**src/rtl/sequence_generator_1011.sv**
```systemverilog
// sequence_generator_1011
//   Serializes a latched PAT_WIDTH-bit pattern MSB first, repeating it for
//   repeat_count frames. It then emits a one-cycle done pulse and returns to idle.
//   All outputs are registered: each is computed from the next state and
//   loaded on the same edge as the state itself.
//
// Optional feature: define SEQGEN_GAP_INSERT_EN to insert one idle GAP cycle
//   (sequence_out=0, out_valid=0, busy=1) between consecutive frames. Without
//   the macro the GAP state does not exist and frames run back-to-back.
//
// Ports:
//   clock         rising-edge clock
//   reset_n       asynchronous active-low reset
//   start         transmit request, honoured only in IDLE
//   pattern_in    pattern to send (all-zero selects DEFAULT_PATTERN)
//   repeat_count  number of frames to send (0 -> straight to DONE)
//   abort         synchronous cancel; returns to IDLE without done
//   sequence_out  serial data bit
//   out_valid     sequence_out carries a pattern bit
//   busy          any state other than IDLE
//   done          one-cycle pulse on normal completion
module sequence_generator_1011 #(
  parameter int                      PAT_WIDTH       = 4,
  parameter logic [PAT_WIDTH-1:0]    DEFAULT_PATTERN = 4'b1011,
  parameter int                      CNT_WIDTH       = 8
) (
  input  logic                 clock,
  input  logic                 reset_n,
  input  logic                 start,
  input  logic [PAT_WIDTH-1:0] pattern_in,
  input  logic [CNT_WIDTH-1:0] repeat_count,
  input  logic                 abort,
  output logic                 sequence_out,
  output logic                 out_valid,
  output logic                 busy,
  output logic                 done
);

  localparam int IDX_W = $clog2(PAT_WIDTH);
  localparam logic [IDX_W-1:0] IDX_MSB = IDX_W'(PAT_WIDTH - 1);

  typedef enum logic [1:0] {
    IDLE  = 2'd0,
    SHIFT = 2'd1,
    DONE  = 2'd2
`ifdef SEQGEN_GAP_INSERT_EN
    ,GAP  = 2'd3
`endif
  } state_t;

  state_t               state_q, state_d;
  logic [PAT_WIDTH-1:0] pat_q, pat_d;
  logic [IDX_W-1:0]     bit_idx_q, bit_idx_d;
  logic [CNT_WIDTH-1:0] frame_cnt_q, frame_cnt_d;
  logic                 sequence_out_q, sequence_out_d;
  logic                 out_valid_q, out_valid_d;
  logic                 busy_q, busy_d;
  logic                 done_q, done_d;

  logic [PAT_WIDTH-1:0] start_pat;
  logic [IDX_W-1:0]     idx_dec;

  assign start_pat = (pattern_in == '0) ? DEFAULT_PATTERN : pattern_in;
  assign idx_dec   = bit_idx_q - IDX_W'(1);

  always_comb begin
    state_d        = state_q;
    pat_d          = pat_q;
    bit_idx_d      = bit_idx_q;
    frame_cnt_d    = frame_cnt_q;
    sequence_out_d = 1'b0;
    out_valid_d    = 1'b0;
    busy_d         = 1'b0;
    done_d         = 1'b0;

    unique case (state_q)
      IDLE: begin
        // Abort has priority over start, even in IDLE.
        if (start && !abort) begin
          pat_d       = start_pat;
          frame_cnt_d = repeat_count;
          bit_idx_d   = IDX_MSB;
          busy_d      = 1'b1;
          if (repeat_count == '0) begin
            state_d = DONE;
            done_d  = 1'b1;
          end else begin
            state_d        = SHIFT;
            sequence_out_d = start_pat[IDX_MSB];
            out_valid_d    = 1'b1;
          end
        end
      end

      SHIFT: begin
        if (abort) begin
          state_d = IDLE;
        end else if (bit_idx_q != '0) begin
          bit_idx_d      = idx_dec;
          sequence_out_d = pat_q[idx_dec];
          out_valid_d    = 1'b1;
          busy_d         = 1'b1;
        end else begin
          // Last bit of a frame. frame_cnt_q is never zero here, so the
          // decrement cannot wrap.
          frame_cnt_d = frame_cnt_q - CNT_WIDTH'(1);
          bit_idx_d   = IDX_MSB;
          busy_d      = 1'b1;
          if (frame_cnt_q != CNT_WIDTH'(1)) begin
`ifdef SEQGEN_GAP_INSERT_EN
            state_d        = GAP;
`else
            state_d        = SHIFT;
            sequence_out_d = pat_q[IDX_MSB];
            out_valid_d    = 1'b1;
`endif
          end else begin
            state_d = DONE;
            done_d  = 1'b1;
          end
        end
      end

`ifdef SEQGEN_GAP_INSERT_EN
      GAP: begin
        if (abort) begin
          state_d = IDLE;
        end else begin
          state_d        = SHIFT;
          bit_idx_d      = IDX_MSB;
          sequence_out_d = pat_q[IDX_MSB];
          out_valid_d    = 1'b1;
          busy_d         = 1'b1;
        end
      end
`endif

      DONE: begin
        state_d = IDLE;
      end

      default: begin
        state_d = IDLE;
      end
    endcase
  end

  always_ff @(posedge clock or negedge reset_n) begin
    if (!reset_n) begin
      state_q        <= IDLE;
      pat_q          <= '0;
      bit_idx_q      <= '0;
      frame_cnt_q    <= '0;
      sequence_out_q <= 1'b0;
      out_valid_q    <= 1'b0;
      busy_q         <= 1'b0;
      done_q         <= 1'b0;
    end else begin
      state_q        <= state_d;
      pat_q          <= pat_d;
      bit_idx_q      <= bit_idx_d;
      frame_cnt_q    <= frame_cnt_d;
      sequence_out_q <= sequence_out_d;
      out_valid_q    <= out_valid_d;
      busy_q         <= busy_d;
      done_q         <= done_d;
    end
  end

  assign sequence_out = sequence_out_q;
  assign out_valid    = out_valid_q;
  assign busy         = busy_q;
  assign done         = done_q;

endmodule

```
**config.mk**
```make
export PLATFORM = sky130hd
export DESIGN_NAME = sequence_generator_1011
export DESIGN_NICKNAME = d
export VERILOG_FILES = /design/src/rtl/sequence_generator_1011.sv
export SDC_FILE = /design/constraint.sdc
export NUM_CORES = 1
export LEC_CHECK = 0
export ABC_AREA = 1
export ABC_CLOCK_PERIOD_IN_PS = 1300
export CORE_AREA = 2 2 63 65
export DETAILED_ROUTE_END_ITERATION = 7
export DIE_AREA = 0 0 65 67
export PLACE_DENSITY = 0.59
export SLEW_MARGIN = 20
export SYNTH_ARGS = -nofsm -noshare
export SYNTH_HDL_FRONTEND = slang
export SYNTH_SLANG_ARGS = --single-unit
```
**constraint.sdc**
```tcl
create_clock -name clock -period 1.3 [get_ports clock]
set_input_delay 0.26 -clock clock [delete_from_list [all_inputs] [get_ports clock]]
set_output_delay 0.26 -clock clock [all_outputs]
set_load 0.05 [all_outputs]
```
Yosys cells after proc, flatten, opt, wreduce, memory -nomap -nowiden
Cells that the tools add are included.
{ "op_classes": {"n_reduce_logical": 11, "eq_ne": 6, "n_mux": 38, "order_cmp": 1, "addsub": 2} }
{ "ops": {"columns": ["cell", "n"], "rows": [
  ["two-way mux 8 bit", 3],
  ["two-way mux 1 bit", 18],
  ["two-way mux 2 bit", 8],
  ["one-hot mux 8 bit (2 select lines)", 1],
  ["zero test 8 bit", 1],
  ["inequality test 8 x 1 -> 1 bit (second input constant)", 1],
  ["one-hot mux 1 bit (2 select lines)", 4],
  ["one-hot mux 2 bit (2 select lines)", 2],
  ["subtractor 8 x 1 -> 8 bit (second input constant)", 1],
  ["inequality test 2 bit (second input constant)", 3],
  ["zero test 4 bit", 1],
  ["two-way mux 4 bit", 1],
  ["AND reduction 2 bit", 2],
  ["AND reduction 4 bit", 1],
  ["nonzero test 2 bit", 2],
  ["< comparator 2 x 3 -> 1 bit (second input constant)", 1],
  ["inequality test 3 bit (second input constant)", 1],
  ["AND reduction 3 bit", 1],
  ["binary-select mux 1 bit (select 2 bit)", 1],
  ["equality test 2 x 1 -> 1 bit (second input constant)", 1],
  ["zero test 2 bit", 1],
  ["subtractor 2 x 1 -> 2 bit (second input constant)", 1],
  ["logical AND 1 bit", 1],
  ["zero test 1 bit", 1]
]} }
{ "word_totals": {"output_inout_bits": 4, "reg_bits": 20, "wordCells": 66} }

Depth between registers and ports, before layout
{ "depth": {"ltp_word": 6, "depth_mapped": 9} }

Worst setup path before layout
Ideal clock, no wire load.
{ "synth_path": {"kind": "reg2reg", "startpoint": "register bit_idx_q[0]", "endpoint": "register frame_cnt_q[4]", "synth_period_minus_slack_ps": 1247, "stages_incl_launch_ff": 8, "setup_ps": 116, "setup_slack_ps": 53, "t_arrival_ps": 1130, "cell_sequence": "dfrtp_1 -> inv_1 -> ha_1 -> nand2_1 -> nand2_4 -> o21ai_1 -> nand2_1 -> nand2_1"} }
{ "synth_via": {"elab_chain_len": 3} }
{ "synth_lines": {"columns": ["element", "line", "source"], "rows": [
  ["start: declaration", "53", "logic [IDX_W-1:0] bit_idx_q, bit_idx_d;"],
  ["start signal: assignment", "161", "bit_idx_q <= bit_idx_d;"],
  ["nonzero test 2 bit", "98", "end else if (bit_idx_q != '0) begin"],
  ["inequality test 2 bit (no line)", null, null],
  ["AND reduction 4 bit (no line)", null, null],
  ["end signal: assignment", "162", "frame_cnt_q <= frame_cnt_d;"],
  ["end: declaration", "54", "logic [CNT_WIDTH-1:0] frame_cnt_q, frame_cnt_d;"]
]} }
No other way between the ends.
A chain may end at the register's enable or synchronous reset.

Worst setup path in the final report
{ "layout_path": {"startpoint": "register state_q[1]", "endpoint": "register frame_cnt_q[4]"} }
{ "layout_via": {"elab_chain_len": 3, "elab_cells_between_ends": 8, "classes_between": "eq/ne: 4; mux: 1; reduce/logical: 3"} }
{ "layout_lines": {"columns": ["element", "line", "source"], "rows": [
  ["start: declaration", "51", "state_t state_q, state_d;"],
  ["start signal: assignment", "159", "state_q <= state_d;"],
  ["equality test 2 x 1 -> 1 bit / zero test 2 bit (equally long branches)", "76", "unique case (state_q)"],
  ["inequality test 2 bit (no line) / nonzero test 2 bit (equally long branches)", null, null],
  ["AND reduction 4 bit (no line)", null, null]
]} }
Several ways; a longest one is shown, not always the timed one.

==> out/qor.yml <==
outcome: "finished clean"
maxCapViolations: 0
fp.dieW_um: 65
clock_latency_ns: 0.25
synth.cell_area_um2: 1210
startpoint_type: "flop"
ys_warn_count: 0
seq_area_um2: 503
post-route-drc-count: 0
grt_pass1_vias: 1144
routed_wl_um: 2940
portBuffers: 19
period_needed_ns: 1.25
setup_violations: 0
tritoncts: "built"
cts_buffers: 3
htreeDepth: 1
final_layout_size_suffix_gt1_share_pct: 29.3
synth_cells: 163
coreArea_um2: 3610
grt_pass1_wl_um: 4920
fin_skew_ns: 0.00196
rsz0062_at_grt: "true"
initialDrtViolationCount: 67
final_util_pct: 48.4
max-clock-path-buffers: 2
synth.avg_cell_area_um2: 7.42
worstPathRequired_ns: 1.45
max_freq_ghz: 0.799
antenna_found_initial: 0
cp_num_buf_inv: 2
cts_root_buf: "clkbuf_8"
antenna_cells: 0
path_class: "flop to flop"
ys_seq_area_share_pct: 41.4
dr.pass1.iters: 4
cpLargestDelayFamily: "simple AND/OR/NAND/NOR gates"
setup_slack_ns: 0.0487
clock-sinks: 20
placementRows: 22
hold_class: "input pin to asynchronous set/reset pin"
hpwlAfterDp_um: 2250
finalHoldViolCount: 0
crit_start: "state_q[1]"
io_pins: 20
start_util_pct: 33.6
wl_per_cell_um: 11.6
area_delta_synth_final_pct: 44.3
drv_slew: 0
crit_path_end_kind: "flop"
dieArea_um2: 4360
worstPathCellList: "buf_4, nor2_2, buf_4, nand2_4, nand2_4, o21ai_1, nand2_1, nand2_1"
num_vias: 1188
gr-total-overflow: 0
syn_nets: 182
grt_max_degree: 21
tightest_slew_ns: 0.263
max_slew_margin_pct: 82.4
hold_buffers: 0
ff2ff_setup_slack_ns: 0.05
nNetsFinal: 226
yosysUniqueCellTypes: 23
pre_cts_slack_ns: -0.229
grt_usage_pct: 14.8
vdd_drop_max_mv: 0.618
fill_cells: 364
max_stage_delay_ns: 0.39
cts.clk_slew.worst_paths_ns: 0.07
cp.arrival_ns: 1.40
die_h_um: 67
via_per_inst: 4.70
r2r-start: "state_q[1]"
critPathSlowestCell: "dfrtp_1"
multiInputGateArea_um2: 653
powerDensity_nw_per_um2: 1440
drtAntennaViolNets: 0
cp_max_fo: 9
p_leak_nw: 0.854
synth_seq_cells: 20
period_share_pct: 96.3
place_congestion: 0.859
==> layer usage <==
metal / track usage, % / routed length, um
met1: 17.0 / 1230
met2: 26.9 / 1490
met3: 2.87 / 155
met4: 6.12 / 65
met5: 0 / 0
==> sequential cells by signal, summed over array words and instances, names as in the netlist <==
signal,count
done,1
sequence_out,1
pat_q,4
bit_idx_q,2
frame_cnt_q,8
state_q,2
out_valid,1
busy,1
==> synthesized netlist by cell type <==
library cell  number  area, um^2
a21oi_1            3        15.0
a21oi_4            1        16.3
a31oi_1            3        18.8
buf_6              2        22.5
dfrtp_1           20         500
ha_1               3        37.5
inv_1             19        71.3
inv_2              5        18.8
nand2_1           39         146
nand2_2            3        18.8
nand2_4            2        22.5
nand2b_1           2        12.5
nand3_1           11        55.1
nand4_1            5        31.3
nor2_1            23        86.3
nor2_2             1        6.26
nor2_4             1        11.3
nor2_8             1        20.0
nor3_1             1        5.00
o21ai_0            8        40.0
o21ai_1            8        40.0
o31ai_1            1        7.51
or2_0              1        6.26
==> layout make-up <==
class / count / share of cell area [%]
multi-input combinational: 117 / 37.4
sequential: 20 / 28.8
timing repair buffer: 41 / 22.8
inverter: 24 / 5.16
tap: 48 / 3.44
clock buffer: 3 / 2.37
==> final timing paths <==
kind | depth (start not counted) | end
setup reg to reg | 8 | frame_cnt_q[4]
hold / removal | 2 | frame_cnt_q[2]
min in group clock | 4 | state_q[1]
hold reg to reg | 2 | pat_q[2]
max in group asynchronous | 2 | frame_cnt_q[0]
setup / recovery | 8 | frame_cnt_q[4]
==> layout by cell type (no fill, tap or decap), drive strengths merged <==
master,count
inv,24
dlymetal6s2s,1
ha,3
or2,1
nand4,5
a31oi,3
clkdlybuf4s50,14
nor2,26
nand2b,2
o21ai,16
dfrtp,20
nor3,1
nand2,44
nand3,11
clkbuf,3
buf,26
o31ai,1
a21oi,4
==> repair_timing <==
action / in CTS / in global routing
gates resized for setup: 3 / 21
pin swaps: 0 / 10
setup endpoints to repair: 2 / 12
setup buffers: 0 / 6
gates cloned: 0 / 0
==> kinds of logic after synthesis <==
group	count (synthesis)	synth area share [%]
AO/OA/AOI/OAI	24	11.4
adder cells (fa/ha/maj)	3	3.10
buffers and inverters	26	9.31
flip-flops	20	41.4
AND/OR/NAND/NOR	90	34.8
==> power by group <==
part | switching, mW | total (mW) | internal [mW]
Clock | 0.192 | 0.398 | 0.206
Combinational | 0.635 | 1.17 | 0.538
Sequential | 0.154 | 0.935 | 0.781
Total | 0.980 | 2.51 | 1.53
==> stage by stage <==
stage	instance area [um^2]	cells	hold slack (ns)	total power, mW	setup TNS [ns]
6_report	1750	253	0.352	2.51	0
5_1_grt	1750	253	0.378	2.74	-0.150
4_1_cts	1650	248	0.364	2.37	0
3_5_place_dp	1610	245	0.478	1.94	-3.46
3_3_place_gp	1610	245	0.472	1.91	-3.01
2_1_floorplan	1210	163	-0.0356	1.53	0
Power figures use the tool's default switching activity.
